File: config.mk
export PLATFORM = sky130hd
export DESIGN_NAME = mem_arbiter
export DESIGN_NICKNAME = d
export VERILOG_FILES = /design/src/rtl/mem_arbiter_pkg.sv /design/src/rtl/mem_arbiter_rr_picker.sv /design/src/rtl/mem_arbiter.sv
export SDC_FILE = /design/constraint.sdc
export NUM_CORES = 1
export LEC_CHECK = 0
export ABC_AREA = 1
export CAP_MARGIN = 20
export CORE_AREA = 2 2 632 634
export CTS_CLUSTER_DIAMETER = 120
export DETAILED_ROUTE_END_ITERATION = 8
export DIE_AREA = 0 0 634 636
export SLEW_MARGIN = 20
export SYNTH_ARGS = -nofsm -noshare
export SYNTH_HDL_FRONTEND = slang
export SYNTH_SLANG_ARGS = --single-unit
File: constraint.sdc
create_clock -name clk_i -period 3.4 [get_ports clk_i]
set_clock_uncertainty 0.2 [all_clocks]
set_input_delay 0.51 -clock clk_i [delete_from_list [all_inputs] [get_ports clk_i]]
set_output_delay 0.51 -clock clk_i [all_outputs]
set_load 0.05 [all_outputs]
File: src/rtl/mem_arbiter_pkg.sv
// Shared definitions for the two-requester (dcache/icache) memory arbiter.
package mem_arbiter_pkg;

    localparam int ADDR_W_DEF = 32;
    localparam int DATA_W_DEF = 256;

    // Requester indices; also the bit positions inside grant vectors.
    localparam int DCACHE = 0;
    localparam int ICACHE = 1;

    localparam int WAIT_W = 7;

    typedef enum logic [1:0] {
        IDLE    = 2'd0,
        BUSY    = 2'd1,
        RELEASE = 2'd2
    } arb_state_t;

endpackage

File: src/rtl/mem_arbiter_rr_picker.sv
// Two-request round-robin selector; ptr names the requester favoured on a tie.
module rr_picker (
    input  logic [1:0] req,
    input  logic       ptr,
    output logic [1:0] grant
);

    always_comb begin
        grant = 2'b00;
        case (req)
            2'b01:   grant = 2'b01;
            2'b10:   grant = 2'b10;
            2'b11:   grant = ptr ? 2'b10 : 2'b01;
            default: grant = 2'b00;
        endcase
    end

endmodule

File: src/rtl/mem_arbiter.sv
// Arbitrates dcache (m0) and icache (m1) line requests onto one Data_Memory port.
//
//   state   | meaning
//   IDLE    | no owner; arbitrate and capture the winner's request
//   BUSY    | request on the memory port, waiting for mem_ack_i or timeout
//   RELEASE | one dead cycle, port idle, requests ignored
module mem_arbiter
    import mem_arbiter_pkg::*;
#(
    parameter int ADDR_W  = ADDR_W_DEF,
    parameter int DATA_W  = DATA_W_DEF,
    parameter int TIMEOUT = 64
) (
    input  logic              clk_i,
    input  logic              rst_i,

    input  logic              m0_enable_i,
    input  logic              m0_write_i,
    input  logic [ADDR_W-1:0] m0_addr_i,
    input  logic [DATA_W-1:0] m0_data_i,
    output logic              m0_ack_o,
    output logic [DATA_W-1:0] m0_data_o,

    input  logic              m1_enable_i,
    input  logic              m1_write_i,
    input  logic [ADDR_W-1:0] m1_addr_i,
    input  logic [DATA_W-1:0] m1_data_i,
    output logic              m1_ack_o,
    output logic [DATA_W-1:0] m1_data_o,

    output logic              mem_enable_o,
    output logic              mem_write_o,
    output logic [ADDR_W-1:0] mem_addr_o,
    output logic [DATA_W-1:0] mem_data_o,
    input  logic              mem_ack_i,
    input  logic [DATA_W-1:0] mem_data_i,

    output logic [1:0]        grant_o,
    output logic              err_o
);

    arb_state_t        state;
    arb_state_t        state_next;
    logic [1:0]        req;
    logic [1:0]        pick;
    logic [1:0]        grant;
    logic              ptr;
    logic [WAIT_W-1:0] wait_cnt;
    logic              timeout_hit;
    logic              done;

    assign req = {m1_enable_i, m0_enable_i};

    rr_picker u_picker (
        .req   (req),
        .ptr   (ptr),
        .grant (pick)
    );

    // wait_cnt holds the number of BUSY cycles already finished, so the
    // TIMEOUT-th BUSY cycle is the last one allowed to see an ack.
    assign timeout_hit = (wait_cnt == WAIT_W'(TIMEOUT - 1));
    assign done        = (state == BUSY) && (mem_ack_i || timeout_hit);

    always_ff @(posedge clk_i) begin
        if (rst_i) begin
            state <= IDLE;
        end else begin
            state <= state_next;
        end
    end

    always_comb begin
        state_next   = state;
        mem_enable_o = 1'b0;
        m0_ack_o     = 1'b0;
        m1_ack_o     = 1'b0;
        err_o        = 1'b0;
        case (state)
            IDLE: begin
                if (|req) begin
                    state_next = BUSY;
                end
            end
            BUSY: begin
                mem_enable_o = 1'b1;
                if (mem_ack_i) begin
                    m0_ack_o   = grant[DCACHE];
                    m1_ack_o   = grant[ICACHE];
                    state_next = RELEASE;
                end else if (timeout_hit) begin
                    err_o      = 1'b1;
                    state_next = RELEASE;
                end
            end
            RELEASE: begin
                state_next = IDLE;
            end
            default: begin
                state_next = IDLE;
            end
        endcase
    end

    always_ff @(posedge clk_i) begin
        if (rst_i) begin
            grant       <= 2'b00;
            ptr         <= 1'b0;
            wait_cnt    <= '0;
            mem_write_o <= 1'b0;
            mem_addr_o  <= '0;
            mem_data_o  <= '0;
        end else begin
            case (state)
                IDLE: begin
                    if (|req) begin
                        grant    <= pick;
                        wait_cnt <= '0;
                        if (pick[ICACHE]) begin
                            mem_write_o <= m1_write_i;
                            mem_addr_o  <= m1_addr_i;
                            mem_data_o  <= m1_data_i;
                        end else begin
                            mem_write_o <= m0_write_i;
                            mem_addr_o  <= m0_addr_i;
                            mem_data_o  <= m0_data_i;
                        end
                    end
                end
                BUSY: begin
                    wait_cnt <= wait_cnt + 1'b1;
                    if (done) begin
                        grant <= 2'b00;
                        // Favour whoever was not just served.
                        ptr   <= grant[DCACHE];
                    end
                end
                default: begin
                end
            endcase
        end
    end

    assign grant_o   = grant;
    assign m0_data_o = mem_data_i;
    assign m1_data_o = mem_data_i;

    a_single_ack: assert property (@(posedge clk_i) disable iff (rst_i)
        !(m0_ack_o && m1_ack_o));
    a_grant_onehot: assert property (@(posedge clk_i) disable iff (rst_i)
        $onehot0(grant));

endmodule

==> key figures, run 1 <==
Status
  • Run status: complete, no violations

Yosys
  • Yosys cell types: 20
  • Sequential area share after synthesis: 0.335
  • Top cell type's share of synthesized area: 0.335
  • Post-synthesis net count: 3333
  • Yosys warns: 0
  • Synth Area per Inst: 7.22 um^2
  • Synth area leaders: dfxtp_1 33%, buf_4 23%, nand2_1 13%, o211ai_1 12%, nand3_1 8.2%
  • Synth area leader: dfxtp_1
  • Synthesized flop and latch total: between 300 and 400
  • Synth Instances: roughly 2500
  • Post-synthesis cell area: 0.0180 mm^2

Worst hold path
  • Hold Path Class: flop to flop

STA
  • Final min period: 2870 ps
  • Fin. Hold Viols: 0
  • Final setup fails: 0
  • Slew @ Worst Pin: 1030 ps
  • Setup_tns: 0 ps
  • Slew headroom: 0.312
  • Fin worst setup slack: ~530 ps
  • Max Clock Freq: roughly 350 MHz
  • Unrepaired setup endpoints after global routing: no
  • Max Slew Vio Count: 0
  • Period utilisation layout: 0.845

GRT
  • Pin count of the biggest net entering global routing: 93
  • Number of global-route vias before repair: ~18000
  • GRT Total Usage: 0.134
  • Initial antenna violation count: 70
  • Grt total ovfl: 0
  • First-pass GRT wire length: about 320 mm

Finish
  • Fill cells: 46800
  • Area of the multi-input gates: between 0.006 and 0.007 mm^2
  • Layout Area Growth over Synthesis: 70.4%
  • Register Area: around 0.0060 mm^2
  • NumNets Final: approximately 3600
  • Share of post-route cells with drive strength above 1: 0.0775

Clocking
  • Clock Tree Buf Depth: 3
  • Hold_buf cts: 0
  • CTS root buf: clkbuf_16
  • TritonCTS Buffers: between 40 and 50
  • CTS tree: built
  • Postcts setup bufs: 0
  • Clk Latency, worst-skew pair: between 600 and 700 ps
  • Htree depth: 2
  • Clock slew at reported path FFs: about 60 ps
  • Post-CTS Resized: 0
  • Sink Count: between 300 and 400

Critical path
  • Critical path class: flop to output pin
  • CP peak stage delay: 1160 ps
  • Crit path buf inv count: 1
  • Worst path slowest cell: clkdlybuf4s50_1
  • CP max FO: 2
  • Worst EP arrival: between 2000 and 2500 ps
  • CP required: around 2700 ps
  • Worst setup SP type: flop
  • Crit-path cells: clkdlybuf4s50_1
  • Crit path max-delay family: buffers and inverters
  • Critical Path End Type: output pin

Drt
  • Vias: roughly 19000
  • Vias/cell: around 2.3
  • Residual DRC: 0
  • Initial DRC Count: about 2000
  • Avg WL per Cell: 34.8 um
  • Drt total wl: between 200 and 300 mm
  • ANT nets after route: 0
  • 1st-pass router iterations: 6

Floorplanning
  • Core Area: 0.397 mm^2
  • Die Wd: about 630 um
  • # IOs: 1646
  • Initial core utilization: 0.0453
  • Height of the die: between 600 and 700 um
  • Row count: 232
  • Die area: just over 0.4 mm^2

Power
  • P_int: between 0.008 and 0.009 W
  • Leakage power: 11.7 nW
  • Clock share of power: 0.323
  • Flop pwr share: 0.292
  • Switching pwr: approximately 0.0064 W
  • Worst vdd ir: between 0.3 and 0.4 mV
  • Gate power share: 0.385
  • Sw Share: 0.426
  • Pwr/cell area: around 500 mW/mm^2

Placement
  • Final Wtd Congestion: approximately 0.95
  • Post-DP HPWL: 259 mm
  • Port Buffers: slightly below 900
  • Pre-CTS WS: approximately 420 ps

Flow run
  • Max_cap viols: 0
## synthesized netlist by cell type
| library cell | count |
|---|---|
| a211oi_1 | 1 |
| a21oi_1 | 10 |
| buf_2 | 83 |
| buf_4 | 550 |
| buf_6 | 4 |
| clkbuf_1 | 35 |
| clkinv_1 | 1 |
| dfxtp_1 | 301 |
| ha_1 | 1 |
| inv_1 | 296 |
| inv_2 | 3 |
| nand2_1 | 603 |
| nand3_1 | 295 |
| nor2_1 | 13 |
| nor3_1 | 1 |
| o211ai_1 | 279 |
| o211ai_2 | 10 |
| o21ai_0 | 5 |
| o21ai_1 | 1 |
| o21ai_2 | 1 |
## flip-flops by register name (all words and copies together) (netlist names)
register	flops
mem_data_o	256
ptr	1
mem_write_o	1
mem_addr_o	32
grant_o	2
state	2
wait_cnt	7
## final timing paths
check,startpoint,to,slack [ps],cells past startpoint
worst min-delay path,wait_cnt[6],wait_cnt[6],270,2
worst max register to register,state[1],mem_data_o[95],1230,8
worst max-delay path,mem_data_o[110],mem_data_o[110],530,1
worst min register to register,wait_cnt[6],wait_cnt[6],270,2
## layout by cell type (no fill, tap or decap), types with 2 or more instances in the layout
master	n
a21oi_1	10
buf_12	26
buf_2	18
buf_4	90
bufinv_16	3
clkbuf_1	7
clkbuf_16	43
clkbuf_8	8
clkdlybuf4s50_1	794
clkinv_2	2
clkinv_8	2
clkinvlp_4	2
dfxtp_1	301
diode_2	30
inv_1	296
inv_6	4
inv_8	4
nand2_1	603
nand3_1	295
nor2_1	12
o211ai_1	279
o211ai_2	10
o21ai_0	5
## stage by stage
step	hold slack [ps]	total power (W)	instances	instance area [um^2]	util
6_report	270	0.0149	8120	30700	0.0772
2_1_floorplan	233	0.00865	2493	18000	-
5_1_grt	300	0.0155	8111	30600	0.0771
3_3_place_gp	253	0.0103	8015	29100	0.0734
4_1_cts	249	0.0152	8090	30600	0.0770
3_5_place_dp	261	0.0103	8015	29100	0.0734
## power groups by stage
| stage | combinational [W] | clock, W | sequential [W] |
|---|---|---|---|
| 4_1_cts | 0.00592 | 0.00498 | 0.00434 |
| 6_report | 0.00575 | 0.00481 | 0.00436 |
| 3_5_place_dp | 0.00590 | 0 | 0.00440 |
| 3_3_place_gp | 0.00590 | 0 | 0.00440 |
| 2_1_floorplan | 0.00287 | 0 | 0.00578 |
| 5_1_grt | 0.00607 | 0.00506 | 0.00438 |
## per-layer routing
metal | up-vias | routed length, um | track usage
met4 | 48 | 11900 | 0.0464
met3 | 373 | 61600 | 0.129
li1 | 8148 | - | -
met1 | 8520 | 67100 | 0.0948
met2 | 1882 | 141000 | 0.240
met5 | - | 724 | 0.00932
## cell type report
type / count / area share
well taps: 5265 / 0.215
clock inverters: 17 / 0.00763
multi-input cells: 1220 / 0.200
inverters: 300 / 0.0372
flip-flops and latches: 301 / 0.197
diodes: 30 / 0.00245
repair buffers: 929 / 0.301
clock buffers: 58 / 0.0395
## cells by family after synthesis
family          after synthesis  share of synthesized area
flops                       301                      0.335
buf+inv                     972                      0.325
compound gates              307                      0.129
simple gates                912                      0.211
fa+ha+maj                     1                   0.000695
No activity file was read; power rests on OpenSTA's default activity.
==> run 2, diff against run 1 <==
==> constraint.sdc (replaced) <==
create_clock -name clk_i -period 2.7 [get_ports clk_i]
set_clock_uncertainty 0.2 [all_clocks]
set_input_delay 0.405 -clock clk_i [delete_from_list [all_inputs] [get_ports clk_i]]
set_output_delay 0.405 -clock clk_i [all_outputs]
set_load 0.05 [all_outputs]
==> run 2 against run 1 <==
  * Hold slack worse by 76 ps
  * Die area did not move
  * Cell count is 0.11% higher
  * Combinational power increased by 27%
  * Non-clock buffer count rose by 17
  * Clock power up 26%
  * Utilization barely moved
  * Critical path type unchanged
  * Critical endpoint is now mem_data_o[187]
  * Largest cell class unchanged
  * Highest routed layer unchanged
==> key figures, run 2 (synthesis results as in run 1) <==
GRT
  • Pin count of the biggest net entering global routing: 68 (was 93)
  • First-pass GRT wire length: 323 mm (was 321 mm)
  • Grt total ovfl: 0 (unchanged)
  • Initial antenna violation count: 76 (was 70)
  • GRT Total Usage: 0.135 (was 0.134)
  • Number of global-route vias before repair: 17600 (was 17700)

Critical path
  • Critical Path End Type: output pin (unchanged)
  • Worst EP arrival: 2070 ps (was 2160 ps)
  • Worst path slowest cell: clkdlybuf4s50_1 (unchanged)
  • Worst setup SP type: flop (unchanged)
  • Crit path max-delay family: buffers and inverters (unchanged)
  • R2R setup slack: 680 ps (was 1230 ps)
  • RR Startpoint: ptr (was state[1])
  • Worst r2r path cells: 8 (unchanged)
  • Reg-to-reg endpoint: mem_data_o[89] (was mem_data_o[95])
  • CP max FO: 2 (unchanged)
  • CP required: 2100 ps (was 2690 ps)
  • Critical path class: flop to output pin (unchanged)
  • Crit-path cells: clkdlybuf4s50_1 (unchanged)
  • CP peak stage delay: 1020 ps (was 1160 ps)
  • Crit path buf inv count: 1 (unchanged)

Floorplanning
  • Row count: 232 (unchanged)
  • Core Area: 0.397 mm^2 (unchanged)
  • Die area: 0.403 mm^2 (unchanged)
  • Initial core utilization: 0.0453 (unchanged)
  • # IOs: 1646 (unchanged)
  • Height of the die: 636 um (unchanged)
  • Die Wd: 634 um (unchanged)

Finish
  • Largest Register: mem_data_o (unchanged)
  • Share of post-route cells with drive strength above 1: 0.110 (was 0.0775)
  • Largest registers: mem_data_o x256, mem_addr_o x32, wait_cnt x7 (unchanged)
  • Layout Area Growth over Synthesis: 70.8% (was 70.4%)
  • NumNets Final: 3652 (was 3635)
  • Most frequent cells in the layout: 709 x clkdlybuf4s50_1, 603 x nand2_1, 301 x dfxtp_1 (was 794 x clkdlybuf4s50_1, 603 x nand2_1, 301 x dfxtp_1)
  • Largest register FFs: 256 (unchanged)
  • Commonest non-fill, non-tap cell in the layout: clkdlybuf4s50_1 (unchanged)
  • Fill cells: 46800 (about the same)

Placement
  • Final Wtd Congestion: 0.940 (was 0.947)
  • Post-DP HPWL: 260 mm (was 259 mm)
  • Port Buffers: 877 (unchanged)

Clocking
  • CTS root buf: clkbuf_16 (unchanged)
  • Postcts setup bufs: 0 (unchanged)
  • Sink Count: 301 (unchanged)
  • TritonCTS Buffers: 43 (unchanged)
  • Clk Latency, worst-skew pair: 660 ps (was 650 ps)
  • Htree depth: 2 (unchanged)
  • Clock slew at reported path FFs: 60 ps (about the same)
  • Hold_buf cts: 0 (unchanged)
  • CTS tree: built (unchanged)
  • Clock Tree Buf Depth: 3 (unchanged)

Power
  • Flop pwr share: 0.290 (was 0.292)
  • Leakage power: 12.0 nW (was 11.7 nW)
  • Gate power share: 0.387 (was 0.385)
  • Pwr/cell area: 613 mW/mm^2 (was 487 mW/mm^2)
  • P_int: 0.0107 W (was 0.00856 W)
  • Clock share of power: 0.322 (was 0.323)
  • Final total power: 0.0188 W (was 0.0149 W)
  • Worst vdd ir: 0.465 mV (was 0.313 mV)
  • Switching pwr: 0.00809 W (was 0.00636 W)
  • Sw Share: 0.429 (was 0.426)

STA
  • Final min period: 2680 ps
  • Unrepaired setup endpoints after global routing: no (unchanged)
  • Final setup fails: 0 (unchanged)
  • Max Clock Freq: about 370 MHz
  • Period utilisation layout: 0.991
  • Max Slew Vio Count: 0 (unchanged)
  • Slew @ Worst Pin: 799 ps (was 1030 ps)
  • Hold WS: 194 ps (was 270 ps)
  • Fin. Hold Viols: 0 (unchanged)
  • Slew headroom: 0.466 (was 0.312)

Drt
  • Drt total wl: 284 mm (was 283 mm)
  • Vias: 18900 (was 19000)
  • Initial DRC Count: 2011 (was 1993)
  • 1st-pass router iterations: 7 (was 6)
  • Vias/cell: 2.33 (was 2.34)
  • Residual DRC: 0 (unchanged)
  • ANT nets after route: 0 (unchanged)
  • Avg WL per Cell: 34.9 um (was 34.8 um)

Worst hold path
  • Hold Path End: mem_data_o[5] (was wait_cnt[6])
  • Worst hold path stage count: 5 (was 2)
  • Hold Path Class: input pin to flop (was flop to flop)
  • Hold_sp: m1_data_i[5] (was wait_cnt[6])

Flow run
  • Max_cap viols: 0 (unchanged)

Status
  • Run status: complete, no violations (unchanged)
run 2: cell count changes in the layout (fill, tap and decap cells not counted), moves of 2 or more:
cell             previous run  this run
clkdlybuf4s50_1           794       709
inv_8                       4         2
clkinv_8                    2         0
buf_4                      90       172
buf_12                     26        41
buf_2                      18        15
diode_2                    30        23
dlygate4sd2_1               0         8
run 2: metal layers:
| layer | wire [um] | track usage | vias up | part of all wire |
|---|---|---|---|---|
| met2 | 142000 | 0.242 | 1859 | 0.50 |
| li1 | - | - | 8189 | - |
| met4 | 11200 | 0.0444 | 38 | 0.040 |
| met3 | 62100 | 0.133 | 353 | 0.22 |
| met5 | 471 | 0.00609 | - | 0.0017 |
| met1 | 67900 | 0.0948 | 8497 | 0.24 |
run 2: cell type report:
cell class                      count  area (um^2)  share of cell area
Clock buffer                       58         1200              0.0391
Sequential cell                   301         6030               0.196
Timing Repair Buffer              946         9360               0.304
Multi-Input combinational cell   1220         6150               0.200
Clock inverter                     16          214             0.00696
Inverter                          300         1140              0.0371
Antenna cell                       23         57.6             0.00187
Tap cell                         5265         6590               0.214
run 2: worst max-delay path by stage:
stage	start	end	slack [ps]	cells after the start
2_1_floorplan	grant_o[0]	m0_ack_o	240	2
3_3_place_gp	m1_enable_i	mem_data_o[174]	0.6	9
3_5_place_dp	m1_enable_i	mem_data_o[174]	-20	9
4_1_cts	mem_data_o[40]	mem_data_o[40]	0.6	1
5_1_grt	mem_data_o[187]	mem_data_o[187]	0.4	1
6_report	mem_data_o[187]	mem_data_o[187]	20	1
run 2: stage by stage:
stage / setup WS, ps / cell area [um^2] / utilization / instances / setup TNS, ps
finish: 23.8 / 30700 / 0.0774 / 8129 / 0
global route: 0.371 / 30700 / 0.0773 / 8120 / 0
CTS: 0.594 / 30700 / 0.0772 / 8106 / 0
detailed placement: -20.5 / 29300 / 0.0737 / 8032 / -32.2
global placement: 0.560 / 29300 / 0.0737 / 8032 / 0
floorplan: 244 / 18000 / - / 2493 / 0
run 2: what timing repair did:
action,in CTS,in global routing
gates cloned,0,0
gates resized for setup,9,1
hold endpoints to repair,0,0
setup endpoints to repair,9,1
run 2: power groups by stage:
stage          sequential (W)  combinational [W]  clock (W)
6_report              0.00546            0.00730    0.00607
5_1_grt               0.00550            0.00771    0.00644
4_1_cts               0.00544            0.00751    0.00634
3_5_place_dp          0.00552            0.00750          0
3_3_place_gp          0.00552            0.00750          0
2_1_floorplan         0.00728            0.00362          0
==> run 3, diff against run 2 <==
--- a/config.mk
+++ b/config.mk
@@ -7,11 +7,13 @@
 export LEC_CHECK = 0
 export ABC_AREA = 1
 export CAP_MARGIN = 20
-export CORE_AREA = 2 2 632 634
+export CORE_AREA = 2 2 647 649
 export CTS_CLUSTER_DIAMETER = 120
 export DETAILED_ROUTE_END_ITERATION = 8
-export DIE_AREA = 0 0 634 636
+export DIE_AREA = 0 0 649 651
+export SETUP_SLACK_MARGIN = 0.4
 export SLEW_MARGIN = 20
 export SYNTH_ARGS = -nofsm -noshare
 export SYNTH_HDL_FRONTEND = slang
+export SYNTH_HIERARCHICAL = 1
 export SYNTH_SLANG_ARGS = --single-unit
==> run 3 against run 2 <==
  * Sequential power down 2%
  * Synthesized cell count down 25%
  * Final area down 1.9%
  * Critical path type unchanged
  * Critical endpoint is now err_o
==> key figures, run 3 <==
Power
  • Leakage power: 9.89 nW (was 12.0 nW)
  • Worst vdd ir: 0.417 mV (was 0.465 mV)
  • Pwr/cell area: 635 mW/mm^2 (was 613 mW/mm^2)

STA
  • Hold WS: 135 ps (was 194 ps)
  • Unrepaired setup endpoints after global routing: yes (was no)
  • Period utilisation layout: 0.863 (was 0.991)
  • Fin. Hold Viols: 0 (unchanged)
  • Final setup fails: 0 (unchanged)
  • Max Slew Vio Count: 0 (unchanged)
  • Setup_tns: 0 ps (unchanged)
  • Slew @ Worst Pin: 726 ps (was 799 ps)
  • Final min period: 2330 ps (was 2680 ps)
  • Fin worst setup slack: 370 ps (was 23.8 ps)
  • Slew headroom: 0.518 (was 0.466)
  • Max Clock Freq: 429 MHz (was 374 MHz)

Drt
  • Drt total wl: 296 mm (was 284 mm)
  • Vias: 16500 (was 18900)
  • Residual DRC: 0 (unchanged)
  • Avg WL per Cell: 37.8 um (was 34.9 um)
  • ANT nets after route: 0 (unchanged)
  • 1st-pass router iterations: 5 (was 7)
  • Initial DRC Count: 1260 (was 2011)
  • Vias/cell: 2.11 (was 2.33)

GRT
  • Grt total ovfl: 0 (unchanged)
  • Number of global-route vias before repair: 15500 (was 17600)
  • Pin count of the biggest net entering global routing: 103 (was 68)
  • Initial antenna violation count: 121 (was 76)
  • GRT Total Usage: 0.135 (about the same)
  • First-pass GRT wire length: 331 mm (was 323 mm)

Critical path
  • Worst setup SP type: flop (unchanged)
  • Worst EP arrival: 1720 ps (was 2070 ps)
  • CP required: 2100 ps (about the same)
  • CP max FO: 2 (unchanged)
  • Critical path class: flop to output pin (unchanged)
  • Critical Path End Type: output pin (unchanged)

Yosys
  • Mux cell area share after synthesis: 0.174 (was 0)
  • Synth area leader: dfxtp_1 (unchanged)
  • Synth area leaders: dfxtp_1 36%, buf_4 24%, mux2i_1 17%, a21oi_1 9.0%, o21ai_0 6.0% (was dfxtp_1 33%, buf_4 23%, nand2_1 13%, o211ai_1 12%, nand3_1 8.2%)
  • Sequential area share after synthesis: 0.362 (was 0.335)
  • Yosys cell types: 18 (was 20)
  • Ys async rst share: 0 (unchanged)
  • Post-synthesis net count: 2721 (was 3333)
  • Combinational family with the most area after synthesis: buffers and inverters (unchanged)
  • Main synth FF type: dfxtp_1 (unchanged)
  • Compound-Gate Fraction of Synth Area: 0.179 (was 0.129)
  • Synth cell count leaders: 526 x buf_4, 301 x dfxtp_1, 300 x a21oi_1 (was 603 x nand2_1, 550 x buf_4, 301 x dfxtp_1)
  • Yosys warns: 6 (was 0)
  • Post-Synth Adder-Cell Area: 0.000752 (was 0.000695)
  • Synth Area in Simple Gates: 0.0110 (was 0.211)
  • Top cell type's share of synthesized area: 0.362 (was 0.335)
  • EDFF count, synth: 0 (unchanged)
  • Post-synthesis cell area: 0.0166 mm^2 (was 0.0180 mm^2)
  • Synth Area per Inst: 8.84 um^2 (was 7.22 um^2)
  • Synth Instances: 1881 (was 2493)
  • Synthesized flop and latch total: 301 (unchanged)
  • Most frequent cell after synthesis: buf_4 (was nand2_1)
  • Post-Synth XOR/XNOR Area: 0 (unchanged)

Placement
  • Final Wtd Congestion: 0.885 (was 0.940)
  • Post-DP HPWL: 276 mm (was 260 mm)
  • Port Buffers: 877 (unchanged)
  • Placed cells: 7726 (was 8032)
  • Pre-CTS WS: -550 ps (was -20.5 ps)

Floorplanning
  • Initial core utilization: 0.0400 (was 0.0453)
  • Die Wd: 649 um (was 634 um)
  • Core Area: 0.415 mm^2 (was 0.397 mm^2)
  • Row count: 237 (was 232)
  • Die area: 0.422 mm^2 (was 0.403 mm^2)
  • Height of the die: 651 um (was 636 um)
  • # IOs: 1646 (unchanged)

Finish
  • Fill cells: 48500 (was 46800)
  • Largest register FFs: 256 (unchanged)
  • Largest Register: mem_data_o (unchanged)
  • Largest registers: mem_data_o x256, mem_addr_o x32, wait_cnt x7 (unchanged)
  • Area of the multi-input gates: 0.00613 mm^2 (was 0.00615 mm^2)
  • NumNets Final: 3119 (was 3652)
  • Most frequent cells in the layout: 582 x clkdlybuf4s50_1, 300 x a21oi_1, 299 x dfxtp_1 (was 709 x clkdlybuf4s50_1, 603 x nand2_1, 301 x dfxtp_1)
  • Share of post-route cells with drive strength above 1: 0.187 (was 0.110)
  • Layout Area Growth over Synthesis: 81.2% (was 70.8%)
  • Register Area: 0.00603 mm^2 (about the same)
  • Fin cells: 7822 (was 8129)
  • Commonest non-fill, non-tap cell in the layout: clkdlybuf4s50_1 (unchanged)

Clocking
  • Hold_buf cts: 0 (unchanged)
  • Sink Count: 301 (unchanged)
  • Clock slew at reported path FFs: 60 ps (about the same)
  • CTS tree: built (unchanged)
  • CTS root buf: clkbuf_16 (unchanged)
  • TritonCTS Buffers: 44 (was 43)
  • Clock Tree Buf Depth: 3 (unchanged)
  • Clk Latency, worst-skew pair: 670 ps (was 660 ps)
  • Htree depth: 2 (unchanged)

Flow run
  • Max_cap viols: 0 (unchanged)

Worst hold path
  • Hold Path Class: input pin to flop (unchanged)

Status
  • Run status: complete, no violations (unchanged)
-- run 3: path summary, 6_finish.rpt --
kind / startpoint / endpoint / slack, ps / depth (start not counted)
min: m0_data_i[152] / mem_data_o[152] / 130 / 3
max: wait_cnt[0] / err_o / 370 / 6
min reg2reg: wait_cnt[6] / wait_cnt[6] / 270 / 2
max reg2reg: state[1] / mem_data_o[63] / 670 / 9
-- run 3: area by class of cell --
type / count / share of cell area
inverters: 9 / 0.00162
flip-flops and latches: 301 / 0.200
repair buffers: 992 / 0.314
well taps: 5497 / 0.228
clock inverters: 24 / 0.0115
multi-input cells: 931 / 0.203
clock buffers: 58 / 0.0406
diodes: 10 / 0.000830
-- run 3: power by group --
part           internal (W)  switching [W]
Sequential          0.00501       0.000344
Clock               0.00374        0.00275
Combinational       0.00213        0.00518
Total                0.0109        0.00827
-- run 3: per-layer routing --
metal / share of wire / global-route usage
met4: 0.050 / 0.0550
met5: 0.0028 / 0.0113
met2: 0.49 / 0.233
met1: 0.24 / 0.0913
met3: 0.22 / 0.142
-- run 3: repair_timing --
action	4_1_cts	5_1_grt
buffers inserted	4	0
pin swaps	3	3
cloned	0	0
resized for setup	195	7
endpoints found under the hold margin	0	0
setup endpoints to repair	127	4
-- run 3: stage by stage --
stage	cell area, um^2	total power, W	util
finish	30100	0.0192	0.0726
global route	30100	0.0200	0.0725
CTS	30100	0.0197	0.0725
detailed placement	28400	0.0131	0.0684
global placement	28400	0.0131	0.0684
floorplan	16600	0.0106	-
-- run 3: cell families after synthesis --
logic type                 count (synthesis)
adders and majority gates                  1
and+or+nand+nor                           46
AOI/OAI and AO/OA                        595
muxes                                    289
DFF                                      301
buffers and inverters                    649
-- run 3: worst max-delay path, stage by stage (launching register included) --
cell,delay (ps)
dfxtp_2,350
ha_4,150
nand3_4,80
nor2_4,100
nand2_2,80
nor2_4,120
buf_8,160
